==> src/rtl/pipe_pkg.sv <==
// Shared pipeline constants: datapath widths and the control-bundle bit map used by ID/EX.
package pipe_pkg;

  localparam int unsigned DEF_DATA_W = 16;
  localparam int unsigned DEF_REG_AW = 3;
  localparam int unsigned CTRL_W     = 8;

  localparam int unsigned CTRL_REGWRITE = 0;
  localparam int unsigned CTRL_MEMREAD  = 1;
  localparam int unsigned CTRL_MEMWRITE = 2;
  localparam int unsigned CTRL_LBI      = 3;
  localparam int unsigned CTRL_LINK     = 4;
  localparam int unsigned CTRL_BRANCH   = 5;
  localparam int unsigned CTRL_ALUOP_LO = 6;
  localparam int unsigned CTRL_ALUOP_HI = 7;

  // A load is anything that both reads memory and writes the register file.
  function automatic logic is_load(input logic memread, input logic regwrite);
    return memread & regwrite;
  endfunction

endpackage

==> src/rtl/hazard_detect.sv <==
// Load-use hazard compare between the decode slot and the instruction held in EX.
module hazard_detect
  import pipe_pkg::*;
#(
  parameter int unsigned REG_AW = DEF_REG_AW
) (
  input  logic              id_valid_i,
  input  logic [REG_AW-1:0] rs_i,
  input  logic [REG_AW-1:0] rt_i,
  input  logic              rs_used_i,
  input  logic              rt_used_i,
  input  logic              ex_valid_i,
  input  logic              ex_memread_i,
  input  logic              ex_regwrite_i,
  input  logic [REG_AW-1:0] ex_rd_i,
  output logic              hazard_o
);

  logic src_match;

  always_comb begin
    src_match = (rs_used_i & (rs_i == ex_rd_i)) | (rt_used_i & (rt_i == ex_rd_i));
    hazard_o  = id_valid_i & ex_valid_i & is_load(ex_memread_i, ex_regwrite_i) & src_match;
  end

endmodule

==> src/rtl/id_ex_stage.sv <==
// Decode->execute pipeline register with load-use bubble insertion, writeback bypass,
// stall/flush handling and a saturating bubble counter.
module id_ex_stage
  import pipe_pkg::*;
#(
  parameter int unsigned DATA_W = DEF_DATA_W,
  parameter int unsigned REG_AW = DEF_REG_AW,
  parameter int unsigned CTRL_W = pipe_pkg::CTRL_W,
  parameter int unsigned CNT_W  = 16
) (
  input  logic              clk,
  input  logic              rst,
  input  logic              IdValid,
  input  logic [REG_AW-1:0] Rs,
  input  logic [REG_AW-1:0] Rt,
  input  logic              RsUsed,
  input  logic              RtUsed,
  input  logic [REG_AW-1:0] Rd,
  input  logic [DATA_W-1:0] Reg1Data,
  input  logic [DATA_W-1:0] Reg2Data,
  input  logic [DATA_W-1:0] Imm,
  input  logic [DATA_W-1:0] PC,
  input  logic [CTRL_W-1:0] Ctrl,
  input  logic              WbEn,
  input  logic [REG_AW-1:0] WbReg,
  input  logic [DATA_W-1:0] WbData,
  input  logic              ExStall,
  input  logic              Flush,
  output logic              ExValid,
  output logic [REG_AW-1:0] ExRs,
  output logic [REG_AW-1:0] ExRt,
  output logic [REG_AW-1:0] ExRd,
  output logic [DATA_W-1:0] ExReg1,
  output logic [DATA_W-1:0] ExReg2,
  output logic [DATA_W-1:0] ExImm,
  output logic [DATA_W-1:0] ExPc,
  output logic [CTRL_W-1:0] ExCtrl,
  output logic              IdStall,
  output logic [CNT_W-1:0]  BubbleCnt
);

  logic              valid_q, valid_d;
  logic [REG_AW-1:0] rs_q, rs_d, rt_q, rt_d, rd_q, rd_d;
  logic [DATA_W-1:0] reg1_q, reg1_d, reg2_q, reg2_d;
  logic [DATA_W-1:0] imm_q, imm_d, pc_q, pc_d;
  logic [CTRL_W-1:0] ctrl_q, ctrl_d;
  logic [CNT_W-1:0]  cnt_q, cnt_d;
  logic              hazard;

  hazard_detect #(
    .REG_AW(REG_AW)
  ) u_hazard_detect (
    .id_valid_i   (IdValid),
    .rs_i         (Rs),
    .rt_i         (Rt),
    .rs_used_i    (RsUsed),
    .rt_used_i    (RtUsed),
    .ex_valid_i   (valid_q),
    .ex_memread_i (ctrl_q[CTRL_MEMREAD]),
    .ex_regwrite_i(ctrl_q[CTRL_REGWRITE]),
    .ex_rd_i      (rd_q),
    .hazard_o     (hazard)
  );

  always_comb begin
    IdStall = ~rst & ~Flush & (ExStall | hazard);
  end

  always_comb begin
    valid_d = valid_q;
    rs_d    = rs_q;
    rt_d    = rt_q;
    rd_d    = rd_q;
    reg1_d  = reg1_q;
    reg2_d  = reg2_q;
    imm_d   = imm_q;
    pc_d    = pc_q;
    ctrl_d  = ctrl_q;
    cnt_d   = cnt_q;
    if (Flush) begin
      valid_d = 1'b0;
      rs_d    = '0;
      rt_d    = '0;
      rd_d    = '0;
      reg1_d  = '0;
      reg2_d  = '0;
      imm_d   = '0;
      pc_d    = '0;
      ctrl_d  = '0;
    end else if (ExStall) begin
      // Keep held operands fresh so a long stall cannot outlive the producer's writeback.
      if (valid_q && WbEn && (WbReg == rs_q)) reg1_d = WbData;
      if (valid_q && WbEn && (WbReg == rt_q)) reg2_d = WbData;
    end else if (hazard) begin
      valid_d = 1'b0;
      ctrl_d  = '0;
      if (!(&cnt_q)) cnt_d = cnt_q + CNT_W'(1);
    end else begin
      valid_d = IdValid;
      ctrl_d  = IdValid ? Ctrl : '0;
      rs_d    = Rs;
      rt_d    = Rt;
      rd_d    = Rd;
      imm_d   = Imm;
      pc_d    = PC;
      reg1_d  = (WbEn && (WbReg == Rs)) ? WbData : Reg1Data;
      reg2_d  = (WbEn && (WbReg == Rt)) ? WbData : Reg2Data;
    end
  end

  always_ff @(posedge clk) begin
    if (rst) begin
      valid_q <= 1'b0;
      rs_q    <= '0;
      rt_q    <= '0;
      rd_q    <= '0;
      reg1_q  <= '0;
      reg2_q  <= '0;
      imm_q   <= '0;
      pc_q    <= '0;
      ctrl_q  <= '0;
      cnt_q   <= '0;
    end else begin
      valid_q <= valid_d;
      rs_q    <= rs_d;
      rt_q    <= rt_d;
      rd_q    <= rd_d;
      reg1_q  <= reg1_d;
      reg2_q  <= reg2_d;
      imm_q   <= imm_d;
      pc_q    <= pc_d;
      ctrl_q  <= ctrl_d;
      cnt_q   <= cnt_d;
    end
  end

  assign ExValid   = valid_q;
  assign ExRs      = rs_q;
  assign ExRt      = rt_q;
  assign ExRd      = rd_q;
  assign ExReg1    = reg1_q;
  assign ExReg2    = reg2_q;
  assign ExImm     = imm_q;
  assign ExPc      = pc_q;
  assign ExCtrl    = ctrl_q;
  assign BubbleCnt = cnt_q;

endmodule

==> config.mk <==
export PLATFORM = sky130hd
export DESIGN_NAME = id_ex_stage
export DESIGN_NICKNAME = d
export VERILOG_FILES = /design/src/rtl/pipe_pkg.sv /design/src/rtl/hazard_detect.sv /design/src/rtl/id_ex_stage.sv
export SDC_FILE = /design/constraint.sdc
export NUM_CORES = 1
export LEC_CHECK = 0
export BUFFER_PORTS_ARGS = -buffer_cell sky130_fd_sc_hd__buf_2
export CAP_MARGIN = 20
export CORE_ASPECT_RATIO = 0.5
export CORE_MARGIN = 5
export CORE_UTILIZATION = 35
export DETAILED_ROUTE_END_ITERATION = 8
export SYNTH_ARGS = -nofsm -noshare
export SYNTH_HDL_FRONTEND = slang
export SYNTH_SLANG_ARGS = --single-unit
==> constraint.sdc <==
create_clock -name clk -period 2.8 [get_ports clk]
set_input_delay 0.56 -clock clk [delete_from_list [all_inputs] [get_ports clk]]
set_output_delay 0.56 -clock clk [all_outputs]
set_load 0.01 [all_outputs]
== After elaboration in Yosys (flattened, before gate mapping) ==
Index checks and enable logic that the tools add are counted.
W data, S select, Z words.

* Flip-flop bits (word level): 98
* Bits of input ports: 108

* $add $sub $neg: 1
* Equal/unequal tests: 9
* Mux-type cells: 11
* Bitwise logic cells: 15
* Reductions and logical operators: 11

{| class="wikitable"
|+ Operator list
! kind !! count
|-
| $mux W16 || 8
|-
| $eq A3 B3 Y1 || 6
|-
| $add A16 B1 Y16 const B || 1
|-
| $mux W8 || 2
|-
| $reduce_and A16 Y1 || 1
|-
| $and A1 B1 Y1 || 8
|-
| $reduce_and A2 Y1 || 3
|-
| $logic_and A1 B1 Y1 || 5
|-
| $not A1 Y1 || 5
|-
| $ne A2 B1 Y1 const B || 2
|-
| $reduce_and A4 Y1 || 1
|-
| $ne A2 B2 Y1 const B || 1
|-
| $or A1 B1 Y1 || 2
|-
| $reduce_or A2 Y1 || 1
|-
| $mux W1 || 1
|}

== Longest topological paths before layout ==
* Depth in word-level cells: 6
* Gate-level depth with buffers: 8
* Mapped depth without buffers: 5

== By module ==
From an unflattened synthesis, not the netlist that was laid out.

* Cell total of the unflattened synthesis: 523
* Area total of the unflattened synthesis: 4240.3 um2

{| class="wikitable"
|+ By module, submodules not included
! module !! times used !! cells each !! area an instance (um2) !! sequential area each (um2)
|-
| id_ex_stage || 1 || 513 || 4164.0 || 1961.9
|-
| hazard_detect || 1 || 10 || 76.3 || 0.0
|}

== Worst setup path before layout ==
No wires, ideal clock.

* Path kind: input -> output
* Start point: input IdValid
* End point: output IdStall
* Arrival: 1854 ps
* Data required time: 2240 ps
* Setup slack: 386 ps
* Stages: 8
* Buffers on the path: 4
* Cells stage by stage: buf_2 -> and4_1 -> buf_2 -> o21ai_2 -> nor2b_1 -> buf_2 -> buf_4 -> nor3_1

* Word-level cells in the longest chain between the ends: 5

{| class="wikitable"
|+ RTL lines
! item !! RTL line !! RTL
|-
| start: declaration || id_ex_stage.sv:13 || <nowiki>input logic IdValid,</nowiki>
|-
| $and A1 B1 Y1 (3 in series) || hazard_detect.sv:23 || <nowiki>hazard_o = id_valid_i & ex_valid_i & is_load(ex_memread_i, ex_regwrite_i) & src_match;</nowiki>
|-
| $or A1 B1 Y1 || id_ex_stage.sv:66 || <nowiki>IdStall = ~rst & ~Flush & (ExStall | hazard);</nowiki>
|-
| $and A1 B1 Y1 || id_ex_stage.sv:66 ||
|-
| end: declaration || id_ex_stage.sv:38 || <nowiki>output logic IdStall,</nowiki>
|}

No other way between the ends.

== Final worst setup path ==
* Start point: register rd_q[2], in the netlist ExRd[2]
* End point: output IdStall

* Word-level cells in the longest chain between the ends: 6
* Elaborated cells on any way between the ends: 8

{| class="wikitable"
|+ RTL lines
! item !! RTL line !! RTL
|-
| start: declaration || id_ex_stage.sv:43 || <nowiki>logic [REG_AW-1:0] rs_q, rs_d, rt_q, rt_d, rd_q, rd_d;</nowiki>
|-
| start signal: assignment || id_ex_stage.sv:127 || <nowiki>rd_q <= rd_d;</nowiki>
|-
| $eq A3 B3 Y1 || hazard_detect.sv:22 || <nowiki>src_match = (rs_used_i & (rs_i == ex_rd_i)) | (rt_used_i & (rt_i == ex_rd_i));</nowiki>
|-
| $and A1 B1 Y1 || hazard_detect.sv:22 ||
|-
| $or A1 B1 Y1 * || hazard_detect.sv:22 ||
|-
| $and A1 B1 Y1 * || hazard_detect.sv:23 ||
|-
| $or A1 B1 Y1 * || id_ex_stage.sv:66 ||
|-
| $and A1 B1 Y1 * || id_ex_stage.sv:66 ||
|}

Every way passes the cells marked *; elsewhere a longest branch is shown, timed or not.

==> reports/metrics.csv <==
stage;metric;value;unit
run_status;outcome;finished, final reports clean;
routing;number of DRC markers in iteration 0;278;
worst_setup_path;Worst setup startpoint;ExRd[2];
final_layout;post-layout util;47.23;%
global_route;largest net degree at the start of global routing;73;
clocking;Max Buffers Root-to-Sink;2;
sta;Final period util;89.38;%
sta;RSZ-0062 raised after global routing;false;
worst_setup_path;r2r startpoint;ExRd[2];
run;max-cap viol count;0;
synth;synthesized net count;615;
placement;placer congestion estimate;0.7645;
sta;fin worst setup slack;0.2974;ns
floorplanning;row count;29;
final_layout;area grow syn2layout;32.10;%
sta;Slew Viols, Final;0;
worst_setup_path;WP data required;2.24;ns
worst_hold_path;Worst Hold Depth;2;
worst_setup_path;critical path class;flop to output pin;
clocking;CTS tree;built;
synth;Post-synth EDFFs;0;
global_route;initial antenna violation count;0;
clocking;CTS hold repair buffers;0;
routing;DR WL/cell;15.64;um
routing;vias;4310;
synth;top cell type by total area after synthesis;dfxtp_1;
worst_setup_path;CP Cell Sequence;xnor2_1, and4_1, o21ai_2, nor2b_4, nor3_1, buf_2;
routing;DRC;0;
floorplanning;Die X-Extent;171.1;um
worst_setup_path;CP startpoint kind;flop;
worst_hold_path;HP Class;flop to flop;
clocking;Root Buffer;clkbuf_16;
final_layout;fraction of layout instances using a drive strength above 1;35.60;%
final_layout;diode count;0;
worst_setup_path;R2R depth;6;
synth;Seq/Total Area, Yosys;43.21;%
sta;minimum clock period;2.503;ns
synth;asr flop ratio synth;0;%
synth;Area contributors post-synth;dfxtp_1, mux2i_1, nand2_1;
sta;Worst-Margin Slew;0.6967;ns
routing;drt via density;5.006;
placement;pre-CTS WS;0.3971;ns
pwr;static leakage;2.770;nW
sta;clock skew;0.008211;ns
floorplanning;core area;12700;um^2
synth;dominant synthesized flop cell;dfxtp_1;
placement;DP Wirelength;9897;um
pwr;worst ir drop on vdd;0.2625;mV
final_layout;commonest cells after routing, fill and taps aside;buf_2, dfxtp_1, nand2_1;
worst_setup_path;R2R setup slack;0.68;ns
final_layout;commonest non-fill, non-tap cell in the layout;buf_2;
worst_setup_path;slowest CP cell;dfxtp_1;
worst_hold_path;Hold Crit Endpoint;ExPc[8];
sta;max_slew headroom;53.55;%
clocking;TritonCTS buffer count;9;
synth;Warnings, synthesis;0;
sta;fmax;399.6;MHz
clocking;# resized after CTS;0;
synth;Syn Std Cell Area;4541;um^2
worst_setup_path;CP Capture Type;output pin;
placement;number of buffers added on ports;206;
global_route;vias in the first global route;4332;
clocking;H-tree depth;3;
global_route;total gr overflow;0;
worst_setup_path;CP max stage delay;0.45;ns
synth;count of different cell masters after synthesis;38;
routing;DRT antenna net count;0;
placement;placed cell count;845;
sta;final setup vio count;0;
floorplanning;Initial Util;35.75;%
final_layout;layout net count;795;
sta;worst hold slack;0.4542;ns
synth;syn_area_per_cell;8.974;um^2
global_route;global-route wire length before repair;21910;um
placement;placed inst area;5670;um^2
floorplanning;die area;15490;um^2
pwr;P per Cell Area;540.6;nW/um^2
worst_setup_path;Critical Path AT;1.94;ns
worst_setup_path;RR Endpoint;ExImm[13];
worst_setup_path;crit path max fanout;4;
synth;flops & latches, synth;98;
synth;synthesized instance count;506;
clocking;CTS Sinks;98;
sta;TNS Setup;0;ns
final_layout;fin area;5998;um^2
global_route;Global Route Usage Sum;17.13;%
clocking;Setup Fix Bufs, Post-CTS;0;
worst_hold_path;start point of the worst hold path;ExPc[8];
floorplanning;Top Ports;207;
routing;final wirelength;13460;um
synth;Synth top area share;43.21;%
floorplanning;die height;90.54;um
clocking;worst skew pair latency;0.34;ns
sta;final hold vios;0;
pwr;Pwr Total;3.243;mW
final_layout;Finished Layout Cells;861;
routing;Pre-antenna DRT Iters;4;
clocking;Clk pin slew, worst setup/hold paths;0.07;ns
[routing by layer]
layer / vias up / track usage (%) / wire length (um)
met3: 14 / 3.673 / 658
li1: 2164 / - / -
met2: 108 / 30.01 / 6798
met4: 0 / 4.351 / 204
met5: - / 0 / 0
met1: 2024 / 21.38 / 5800
[layout make-up]
| type | count | area (um^2) |
|---|---|---|
| sequential | 98 | 1962 |
| inverter | 5 | 18.77 |
| clock buffer | 10 | 239.0 |
| timing repair buffer | 216 | 1119 |
| clock inverter | 6 | 88.84 |
| multi-input combinational | 356 | 2359 |
| fill | 1274 | 6701 |
| tap | 170 | 212.7 |
[worst max-delay path, delay by kind of cell (launching register included)]
family	cells	cell delay (ns)
AOI/OAI and AO/OA	1	0.10
xor gates and xnor gates	1	0.16
buffers and inverters	1	0.19
DFF	1	0.45
and+or+nand+nor	3	0.70
[report_power, final]
group	total (mW)	internal, mW	switching (mW)
registers	1.47	1.44	0.0269
logic	0.423	0.186	0.237
clock network	1.35	0.809	0.541
total	3.24	2.44	0.805
[registers in the layout, indices dropped and copies added (netlist names)]
register and cells:
ExReg1 16, ExPc 16, ExValid 1, ExRd 3
ExCtrl 8, ExImm 16, ExReg2 16, ExRt 3
BubbleCnt 16, ExRs 3
[logic make-up (layout without fill, tap and decap cells)]
kind of cell               Yosys count  in the layout  synth area share [%]
and+or+nand+nor                    155            155                 16.29
xor gates and xnor gates            18             18                 3.472
AOI/OAI and AO/OA                  108            108                 15.10
adders and majority gates            1              1                0.2755
buffers and inverters               52            237                 5.318
DFF                                 98             98                 43.21
muxes                               74             74                 16.34
[worst max-delay path by stage]
stage | end | slack (ns)
CTS | IdStall | 0.26
global placement | IdStall | 0.42
global route | IdStall | 0.16
finish | IdStall | 0.30
floorplan | IdStall | 0.39
detailed placement | IdStall | 0.40
[cell usage after synthesis, types with 2 or more instances]
library cell / n
dfxtp_1: 98
nand2_1: 88
mux2i_1: 73
a21oi_1: 45
o31ai_1: 42
clkbuf_1: 28
nand3_1: 23
xnor2_1: 18
o21ai_0: 12
or4_1: 11
buf_2: 10
buf_4: 8
inv_1: 5
nand4_1: 5
nor2_1: 5
and4_1: 4
nor3_1: 3
or3_1: 3
a41oi_2: 2
and3_2: 2
nor2b_1: 2
o21ai_1: 2
or2_2: 2
No activity file was read; power rests on OpenSTA's default activity.
